==> config.mk <==
export PLATFORM = sky130hd
export DESIGN_NAME = control_unit
export DESIGN_NICKNAME = d
export VERILOG_FILES = /design/src/rtl/kgp_risc_pkg.sv /design/src/rtl/control_decoder.sv /design/src/rtl/control_unit.sv
export SDC_FILE = /design/constraint.sdc
export NUM_CORES = 1
export LEC_CHECK = 0
export CAP_MARGIN = 20
export CORE_AREA = 5 5 62 64
export CTS_BUF_LIST = sky130_fd_sc_hd__clkbuf_16
export DETAILED_ROUTE_END_ITERATION = 16
export DIE_AREA = 0 0 67 69
export GPL_TIMING_DRIVEN = 0
export HOLD_SLACK_MARGIN = 0.06
export PLACE_DENSITY = 0.79
export RECOVER_POWER = 50
export SYNTH_ARGS = -nofsm -noshare
export SYNTH_HDL_FRONTEND = slang
export SYNTH_SLANG_ARGS = --single-unit
==> constraint.sdc <==
create_clock -name clk -period 0.8 [get_ports clk]
set_input_delay 0.16 -clock clk [delete_from_list [all_inputs] [get_ports clk]]
set_output_delay 0.16 -clock clk [all_outputs]
set_load 0.02 [all_outputs]
==> src/rtl/kgp_risc_pkg.sv <==
// Shared encodings for the KGP-RISC decode path: opcodes, R-type funct codes,
// ALU operation codes, PC-control codes and write-back mux codes.
package kgp_risc_pkg;

    localparam logic [5:0] OP_RTYPE = 6'b000000;
    localparam logic [5:0] OP_ADDI  = 6'b001000;
    localparam logic [5:0] OP_COMPI = 6'b001001;
    localparam logic [5:0] OP_LW    = 6'b100011;
    localparam logic [5:0] OP_SW    = 6'b101011;
    localparam logic [5:0] OP_B     = 6'b010000;
    localparam logic [5:0] OP_BR    = 6'b010001;
    localparam logic [5:0] OP_BLTZ  = 6'b010010;
    localparam logic [5:0] OP_BZ    = 6'b010011;
    localparam logic [5:0] OP_BNZ   = 6'b010100;
    localparam logic [5:0] OP_BCY   = 6'b010101;
    localparam logic [5:0] OP_BNCY  = 6'b010110;
    localparam logic [5:0] OP_BO    = 6'b010111;
    localparam logic [5:0] OP_BNO   = 6'b011000;
    localparam logic [5:0] OP_BL    = 6'b011010;

    localparam logic [5:0] FN_ADD   = 6'b100000;
    localparam logic [5:0] FN_COMP  = 6'b011000;
    localparam logic [5:0] FN_AND   = 6'b100100;
    localparam logic [5:0] FN_XOR   = 6'b100110;
    localparam logic [5:0] FN_SHLL  = 6'b000000;
    localparam logic [5:0] FN_SHRL  = 6'b000010;
    localparam logic [5:0] FN_SHRA  = 6'b000011;
    localparam logic [5:0] FN_SHLLV = 6'b000100;
    localparam logic [5:0] FN_SHRLV = 6'b000110;
    localparam logic [5:0] FN_SHRAV = 6'b000111;

    localparam logic [3:0] ALU_ADD  = 4'h0;
    localparam logic [3:0] ALU_COMP = 4'h1;
    localparam logic [3:0] ALU_AND  = 4'h2;
    localparam logic [3:0] ALU_XOR  = 4'h3;
    localparam logic [3:0] ALU_SLL  = 4'h4;
    localparam logic [3:0] ALU_SRL  = 4'h5;
    localparam logic [3:0] ALU_SRA  = 4'h6;
    localparam logic [3:0] ALU_SLLV = 4'h7;
    localparam logic [3:0] ALU_SRLV = 4'h8;
    localparam logic [3:0] ALU_SRAV = 4'h9;
    localparam logic [3:0] ALU_NOP  = 4'hF;

    localparam logic [3:0] PC_SEQ = 4'd0;
    localparam logic [3:0] PC_IMM = 4'd1;
    localparam logic [3:0] PC_REG = 4'd2;

    localparam logic [1:0] DMUX_ALU = 2'b00;
    localparam logic [1:0] DMUX_MEM = 2'b01;
    localparam logic [1:0] DMUX_PC4 = 2'b10;

    function automatic logic is_imm_shift(input logic [3:0] alu);
        return (alu == ALU_SLL) || (alu == ALU_SRL) || (alu == ALU_SRA);
    endfunction

endpackage

==> src/rtl/control_decoder.sv <==
// Purely combinational instruction decode; every unrecognised encoding falls
// through to the NOP control word.
module control_decoder
    import kgp_risc_pkg::*;
(
    input  logic [31:0] instruction,
    input  logic        z_flag,
    input  logic        carry_flag,
    input  logic        sign_flag,
    input  logic        overflow_flag,
    output logic        data_mem_wren,
    output logic        reg_file_wren,
    output logic [1:0]  dmux_select,
    output logic        rmux_select,
    output logic        alu_mux_select,
    output logic [3:0]  alu_control,
    output logic [4:0]  alu_shamt,
    output logic        radd0_select,
    output logic [3:0]  pc_control
);

    logic [5:0] op;
    logic [5:0] funct;
    logic [3:0] rtype_alu;
    logic       rtype_valid;
    logic       branch_taken;

    assign op    = instruction[31:26];
    assign funct = instruction[5:0];

    always_comb begin
        rtype_valid = 1'b1;
        rtype_alu   = ALU_NOP;
        case (funct)
            FN_ADD:   rtype_alu = ALU_ADD;
            FN_COMP:  rtype_alu = ALU_COMP;
            FN_AND:   rtype_alu = ALU_AND;
            FN_XOR:   rtype_alu = ALU_XOR;
            FN_SHLL:  rtype_alu = ALU_SLL;
            FN_SHRL:  rtype_alu = ALU_SRL;
            FN_SHRA:  rtype_alu = ALU_SRA;
            FN_SHLLV: rtype_alu = ALU_SLLV;
            FN_SHRLV: rtype_alu = ALU_SRLV;
            FN_SHRAV: rtype_alu = ALU_SRAV;
            default:  rtype_valid = 1'b0;
        endcase
        // An all-zero word would otherwise decode as "shll r0,r0,0".
        if (instruction == 32'h0) begin
            rtype_valid = 1'b0;
        end
    end

    always_comb begin
        branch_taken = 1'b0;
        case (op)
            OP_B, OP_BR, OP_BL: branch_taken = 1'b1;
            OP_BLTZ: branch_taken = sign_flag;
            OP_BZ:   branch_taken = z_flag;
            OP_BNZ:  branch_taken = ~z_flag;
            OP_BCY:  branch_taken = carry_flag;
            OP_BNCY: branch_taken = ~carry_flag;
            OP_BO:   branch_taken = overflow_flag;
            OP_BNO:  branch_taken = ~overflow_flag;
            default: branch_taken = 1'b0;
        endcase
    end

    always_comb begin
        data_mem_wren  = 1'b0;
        reg_file_wren  = 1'b0;
        dmux_select    = DMUX_ALU;
        rmux_select    = 1'b0;
        alu_mux_select = 1'b0;
        alu_control    = ALU_NOP;
        alu_shamt      = 5'd0;
        radd0_select   = 1'b0;
        pc_control     = PC_SEQ;
        case (op)
            OP_RTYPE: begin
                if (rtype_valid) begin
                    reg_file_wren = 1'b1;
                    alu_control   = rtype_alu;
                    if (is_imm_shift(rtype_alu)) begin
                        radd0_select = 1'b1;
                        alu_shamt    = instruction[10:6];
                    end
                end
            end
            OP_ADDI, OP_COMPI, OP_LW, OP_SW: begin
                rmux_select    = 1'b1;
                alu_mux_select = 1'b1;
                alu_control    = (op == OP_COMPI) ? ALU_COMP : ALU_ADD;
                reg_file_wren  = (op != OP_SW);
                data_mem_wren  = (op == OP_SW);
                dmux_select    = (op == OP_LW) ? DMUX_MEM : DMUX_ALU;
            end
            OP_B, OP_BR, OP_BLTZ, OP_BZ, OP_BNZ, OP_BCY, OP_BNCY, OP_BO, OP_BNO: begin
                if (branch_taken) begin
                    pc_control = (op == OP_BR) ? PC_REG : PC_IMM;
                end
            end
            OP_BL: begin
                pc_control    = PC_IMM;
                reg_file_wren = 1'b1;
                dmux_select   = DMUX_PC4;
            end
            default: ;
        endcase
    end

endmodule

==> src/rtl/control_unit.sv <==
// KGP-RISC control unit: combinational decode followed by one register stage
// that returns to the NOP control word on reset.
module control_unit
    import kgp_risc_pkg::*;
(
    input  logic        clk,
    input  logic        rst,
    input  logic [31:0] instruction,
    input  logic        z_flag,
    input  logic        carry_flag,
    input  logic        sign_flag,
    input  logic        overflow_flag,
    output logic        data_mem_wren,
    output logic        reg_file_wren,
    output logic        reg_file_dmux_select_1,
    output logic        reg_file_dmux_select_0,
    output logic        reg_file_rmux_select,
    output logic        alu_mux_select,
    output logic [3:0]  alu_control,
    output logic [4:0]  alu_shamt,
    output logic        reg_file_radd0_select,
    output logic [3:0]  pc_control
);

    logic       data_mem_wren_d,  data_mem_wren_q;
    logic       reg_file_wren_d,  reg_file_wren_q;
    logic [1:0] dmux_select_d,    dmux_select_q;
    logic       rmux_select_d,    rmux_select_q;
    logic       alu_mux_select_d, alu_mux_select_q;
    logic [3:0] alu_control_d,    alu_control_q;
    logic [4:0] alu_shamt_d,      alu_shamt_q;
    logic       radd0_select_d,   radd0_select_q;
    logic [3:0] pc_control_d,     pc_control_q;

    control_decoder u_decoder (
        .instruction    (instruction),
        .z_flag         (z_flag),
        .carry_flag     (carry_flag),
        .sign_flag      (sign_flag),
        .overflow_flag  (overflow_flag),
        .data_mem_wren  (data_mem_wren_d),
        .reg_file_wren  (reg_file_wren_d),
        .dmux_select    (dmux_select_d),
        .rmux_select    (rmux_select_d),
        .alu_mux_select (alu_mux_select_d),
        .alu_control    (alu_control_d),
        .alu_shamt      (alu_shamt_d),
        .radd0_select   (radd0_select_d),
        .pc_control     (pc_control_d)
    );

    always_ff @(posedge clk or posedge rst) begin
        if (rst) begin
            data_mem_wren_q  <= 1'b0;
            reg_file_wren_q  <= 1'b0;
            dmux_select_q    <= DMUX_ALU;
            rmux_select_q    <= 1'b0;
            alu_mux_select_q <= 1'b0;
            alu_control_q    <= ALU_NOP;
            alu_shamt_q      <= 5'd0;
            radd0_select_q   <= 1'b0;
            pc_control_q     <= PC_SEQ;
        end else begin
            data_mem_wren_q  <= data_mem_wren_d;
            reg_file_wren_q  <= reg_file_wren_d;
            dmux_select_q    <= dmux_select_d;
            rmux_select_q    <= rmux_select_d;
            alu_mux_select_q <= alu_mux_select_d;
            alu_control_q    <= alu_control_d;
            alu_shamt_q      <= alu_shamt_d;
            radd0_select_q   <= radd0_select_d;
            pc_control_q     <= pc_control_d;
        end
    end

    assign data_mem_wren          = data_mem_wren_q;
    assign reg_file_wren          = reg_file_wren_q;
    assign reg_file_dmux_select_1 = dmux_select_q[1];
    assign reg_file_dmux_select_0 = dmux_select_q[0];
    assign reg_file_rmux_select   = rmux_select_q;
    assign alu_mux_select         = alu_mux_select_q;
    assign alu_control            = alu_control_q;
    assign alu_shamt              = alu_shamt_q;
    assign reg_file_radd0_select  = radd0_select_q;
    assign pc_control             = pc_control_q;

endmodule

Word-level counts from Yosys, hierarchy flattened
Index checks and enable logic that the tools add are counted.
W data, S select, Z words.
{"block": "word_totals", "word_cells": 69, "regBits": 19, "in_bits": 38}
{"block": "classes", "reduce_logical": 9, "n_eq_ne": 27, "mux": 22, "bitwise_logic": 3}
{"operator": "$eq A6 B5 Y1 const B", "n": 11}
{"operator": "$pmux W4 S10", "n": 1}
{"operator": "$logic_not A32 Y1", "n": 1}
{"operator": "$eq A6 B6 Y1 const B", "n": 5}
{"operator": "$eq A6 B3 Y1 const B", "n": 3}
{"operator": "$pmux W4 S2", "n": 2}
{"operator": "$mux W5", "n": 3}
{"operator": "$eq A4 B3 Y1 const B", "n": 3}
{"operator": "$eq A6 B2 Y1 const B", "n": 2}
{"operator": "$eq A6 B4 Y1 const B", "n": 2}
{"operator": "$logic_not A6 Y1", "n": 2}
{"operator": "$mux W1", "n": 10}
{"operator": "$reduce_or A10 Y1", "n": 1}
{"operator": "$reduce_or A9 Y1", "n": 1}
{"operator": "$mux W4", "n": 2}
{"operator": "$pmux W1 S8", "n": 1}
{"operator": "$ne A6 B6 Y1 const B", "n": 1}
{"operator": "$pmux W2 S2", "n": 1}
{"operator": "$reduce_or A4 Y1", "n": 1}
{"operator": "$not A1 Y1", "n": 3}
{"operator": "$pmux W1 S3", "n": 1}
{"operator": "$reduce_or A3 Y1", "n": 1}
{"operator": "$logic_or A1 B1 Y1", "n": 2}
{"operator": "$mux W2", "n": 1}

Longest topological paths before layout
{"block": "depth", "ltp_word": 8, "mapped_depth": 6}

Modules after synthesis
A second synthesis with hierarchy kept.
{"block": "unflattened", "hier_cells": 114, "hier_area_um2": 1102.3}
{"module": "control_decoder", "area_each_um2": 593.1, "cells_per_inst": 93, "n_inst": 1}
{"module": "control_unit", "area_each_um2": 509.2, "cells_per_inst": 21, "n_inst": 1}

Worst setup path after synthesis
No wires, ideal clock.
{"block": "synth_timing", "path_type": "input port to flip-flop", "startpoint": "in instruction[2]", "endpoint": "reg reg_file_wren_q, in the netlist reg_file_wren", "slack_ns": -0.402, "path_stages": 6, "arrival_ns": 1.071, "path_buffers": 2, "setup_ns": 0.132, "path_cell_list": "buf_6 nor4_2 and3_1 and3_1 buf_6 o22ai_2"}
{"block": "synth_via", "elab_chain_cells": 6, "word_cells_on_any_way": 16}
{"element": "start: declaration", "line": "control_unit.sv:8", "source": "input logic [31:0] instruction,"}
{"element": "$eq A6 B6 Y1, or another cell as far along", "line": "control_decoder.sv:34", "source": "case (funct)"}
{"element": "$reduce_or A10 Y1 (no line)"}
{"element": "$mux W1", "line": "control_decoder.sv:34"}
{"element": "$mux W1 *", "line": "control_decoder.sv:48", "source": "if (instruction == 32'h0) begin"}
{"element": "$mux W1 *", "line": "control_decoder.sv:80", "source": "if (rtype_valid) begin"}
{"element": "$pmux W1 S3 *", "line": "control_decoder.sv:78", "source": "case (op)"}
{"element": "named net reg_file_wren_d", "line": "control_unit.sv:26", "source": "logic reg_file_wren_d, reg_file_wren_q;"}
{"element": "end signal: assignment", "line": "control_unit.sv:65", "source": "reg_file_wren_q <= reg_file_wren_d;"}
{"element": "end: declaration", "line": "control_unit.sv:26"}
Mark *: on every way through the listed nets, which the timed path passes. The rest lies on a longest branch.

Worst setup path after layout
{"block": "layout_timing", "startpoint": "in instruction[14]", "endpoint": "reg reg_file_wren_q, in the netlist reg_file_wren"}
{"block": "layout_via", "elab_chain_cells": 4}
{"element": "$logic_not A32 Y1", "line": "control_decoder.sv:48"}
{"element": "$mux W1", "line": "control_decoder.sv:48"}
{"element": "$mux W1", "line": "control_decoder.sv:80"}
{"element": "$pmux W1 S3", "line": "control_decoder.sv:78"}
{"element": "named net reg_file_wren_d", "line": "control_unit.sv:26"}
The timed path passes the listed nets, and every way through them passes these cells.

==> results.cfg <==
[cts]
cts_buffers = 3
hold_buffers = 0
ctsRootBufferMaster = clkbuf_16
htree_levels = 1
clock-sinks = 17
path_clk_slew_ns = 0.05
cts_max_path_buffers = 2
cts_tree = built

[hold_path]
holdCritPathClass = in -> reg

[critical_path]
path_class = in -> reg
worstSetupStartpointType = input pin
cp_max_fo = 7
critPathRequiredTime_ns = 0.92
crit_arrival_ns = 1.23
cp-end-kind = flop

[die]
dieArea_um2 = 4623
die_x_um = 67
io_pins = 58
start_util_pct = 33.68
die_h_um = 69
row_count = 21
coreArea_um2 = 3232

[pwr]
ir_worst_vdd_mv = 0.9546
leakagePower_nw = 0.9035
comb_power_share_pct = 23.8
p_sw_mw = 0.5753
p_clk_share_pct = 39.7
p_per_area_nw_per_um2 = 1174
seqPwrFrac_pct = 36.6
power_mw = 2.426
switching_share_pct = 23.71
intPower_mw = 1.851

[place]
placedCellCount = 209
place_congestion = 0.8416
dp_slack_ns = -0.9942
place_area_um2 = 1727
io_buffers = 52
dp_hpwl_um = 2356

[yosys]
syn_inst = 110
synth.largest_area_cell = dfrtp_1
ys_top_cells_by_area = dfrtp_1 (30%), dfstp_2 (9.7%), nor3_2 (4.6%)
yosysUniqueCellTypes = 47
seq_area_frac_synth_pct = 39.54
synth.avg_cell_area_um2 = 9.896
synth.top_cells.by_count = dfrtp_1 (13), nor2_1 (6), nor2b_1 (6)
synth_area_um2 = 1089
synth_edf_count = 0
yosysWarnings = 0
yosysTopAreaCellShare_pct = 29.89
ys_async_sr_fraction_pct = 100.0
ys_ff_latch = 17
synth.most_common_cell = dfrtp_1
synth_top_flop_cell = dfrtp_1

[timing]
slew_viol_final = 0
period_needed_ns = 1.106
min_period_over_period_pct = 138.3
setup_viol_count_final = 30
clock.fmax_mhz = 904.0
rsz0062_at_grt = yes
timing.final.ws_setup_ns = -0.3062
hold_viol_final = 0

[drt]
drc = 0
firstDrtPassIters = 4
vias_per_cell = 4.884
routedWlPerCell_um = 15.12
vias = 1094
postRouteWirelength_um = 3386
ant_nets = 0
drt_iter0_drc = 19

[finish]
drive_above_1_share_pct = 61.24
final_util_pct = 63.92
diodes = 0
nNetsFinal = 217
finalNonFillerCells = 224
synthToLayoutAreaGrowth_pct = 89.77
stdcell_area_um2 = 2066

[grt]
grt.overflow.total = 0
grt_pass1_wl_um = 5209
grt_pass1_vias = 1121
antenna_found_initial = 0
grt_util_met2_pct = 25.11
met1_usage_pct = 16.80
track_usage_pct = 14.39
grt.busiest_layer = met2
use_met3_pct = 2.110
grt_max_degree = 18

[run_status]
status = complete, but fails checks
violations = negative setup slack

[job]
max-cap-violations = 0
[final timing paths]
check	start	to	slack [ns]	cells after the start
setup / recovery	instruction[14]	reg_file_wren	-0.31	5
min in group asynchronous	rst	alu_shamt[3]	0.36	2
max in group asynchronous	rst	alu_control[0]	0.15	2
hold / removal	instruction[26]	dmux_select_q[1]	0.11	2
[state kept, by name, summed over array words and instances, names as in the netlist]
name                   cells
alu_mux_select             1
data_mem_wren              1
alu_shamt                  5
pc_control                 2
reg_file_wren              1
dmux_select_q              2
alu_control                4
reg_file_radd0_select      1
[repair_timing]
item | 4_1_cts | 5_1_grt
endpoints found under the hold margin | 0 | 0
setup endpoints to repair | 35 | 45
buffers inserted | 13 | 1
gates resized for setup | 230 | 35
pin swaps | 35 | 22
[stage by stage]
stage | setup TNS (ns) | hold slack (ns)
CTS | -4.827 | 0.1144
floorplan | -2.970 | 0.08315
global placement | -20.89 | 0.3646
global route | -6.034 | 0.1183
detailed placement | -22.15 | 0.3681
finish | -5.175 | 0.1128
[worst max-delay path, stage by stage]
cell and delay (ns):
buf_2 0.11, nor4_2 0.30, and4_4 0.30, and3_4 0.26, o22ai_2 0.10
[placed cells by master, fill, tap and decap left out, types with 5 or more instances in the layout]
master         synthesis  final
dfrtp_1               13     13
dlygate4sd2_1          0      6
buf_6                  3     28
nor3b_2                4      5
nor2b_1                6      6
buf_8                  0      7
buf_2                  2      5
buf_4                  3     14
[power groups by stage]
stage | clock (mW) | sequential (mW) | combinational, mW
2_1_floorplan | 0 | 0.914 | 0.212
3_3_place_gp | 0 | 0.896 | 0.472
3_5_place_dp | 0 | 0.897 | 0.488
4_1_cts | 0.959 | 0.888 | 0.526
5_1_grt | 1.03 | 0.888 | 0.618
6_report | 0.962 | 0.887 | 0.577
[cell families (layout without fill, tap and decap cells)]
family / Yosys count / count (layout) / synth area share (%)
flops: 17 / 17 / 39.54
compound gates: 26 / 26 / 17.70
other cells: 1 / 2 / 0.3445
xor+xnor: 1 / 1 / 0.8047
buf+inv: 13 / 80 / 7.815
simple gates: 51 / 51 / 32.87
mux: 1 / 1 / 0.9196
[final cells by class]
class                           count  area (µm²)
Inverter                            4       18.77
Buffer                              8       97.59
Multi-Input combinational cell     81       768.2
Clock inverter                      1       3.754
Fill cell                         251        1166
Sequential cell                    17       430.4
Clock buffer                        3       75.07
Timing Repair Buffer               64       614.3
Tap cell                           46       57.56
[layer usage]
layer | wire length (µm) | vias to the layer above
li1 | - | 533
met1 | 1303 | 518
met2 | 1843 | 36
met3 | 169 | 7
met4 | 70 | 0
met5 | 0 | -
No activity file was read; power rests on OpenSTA's default activity.
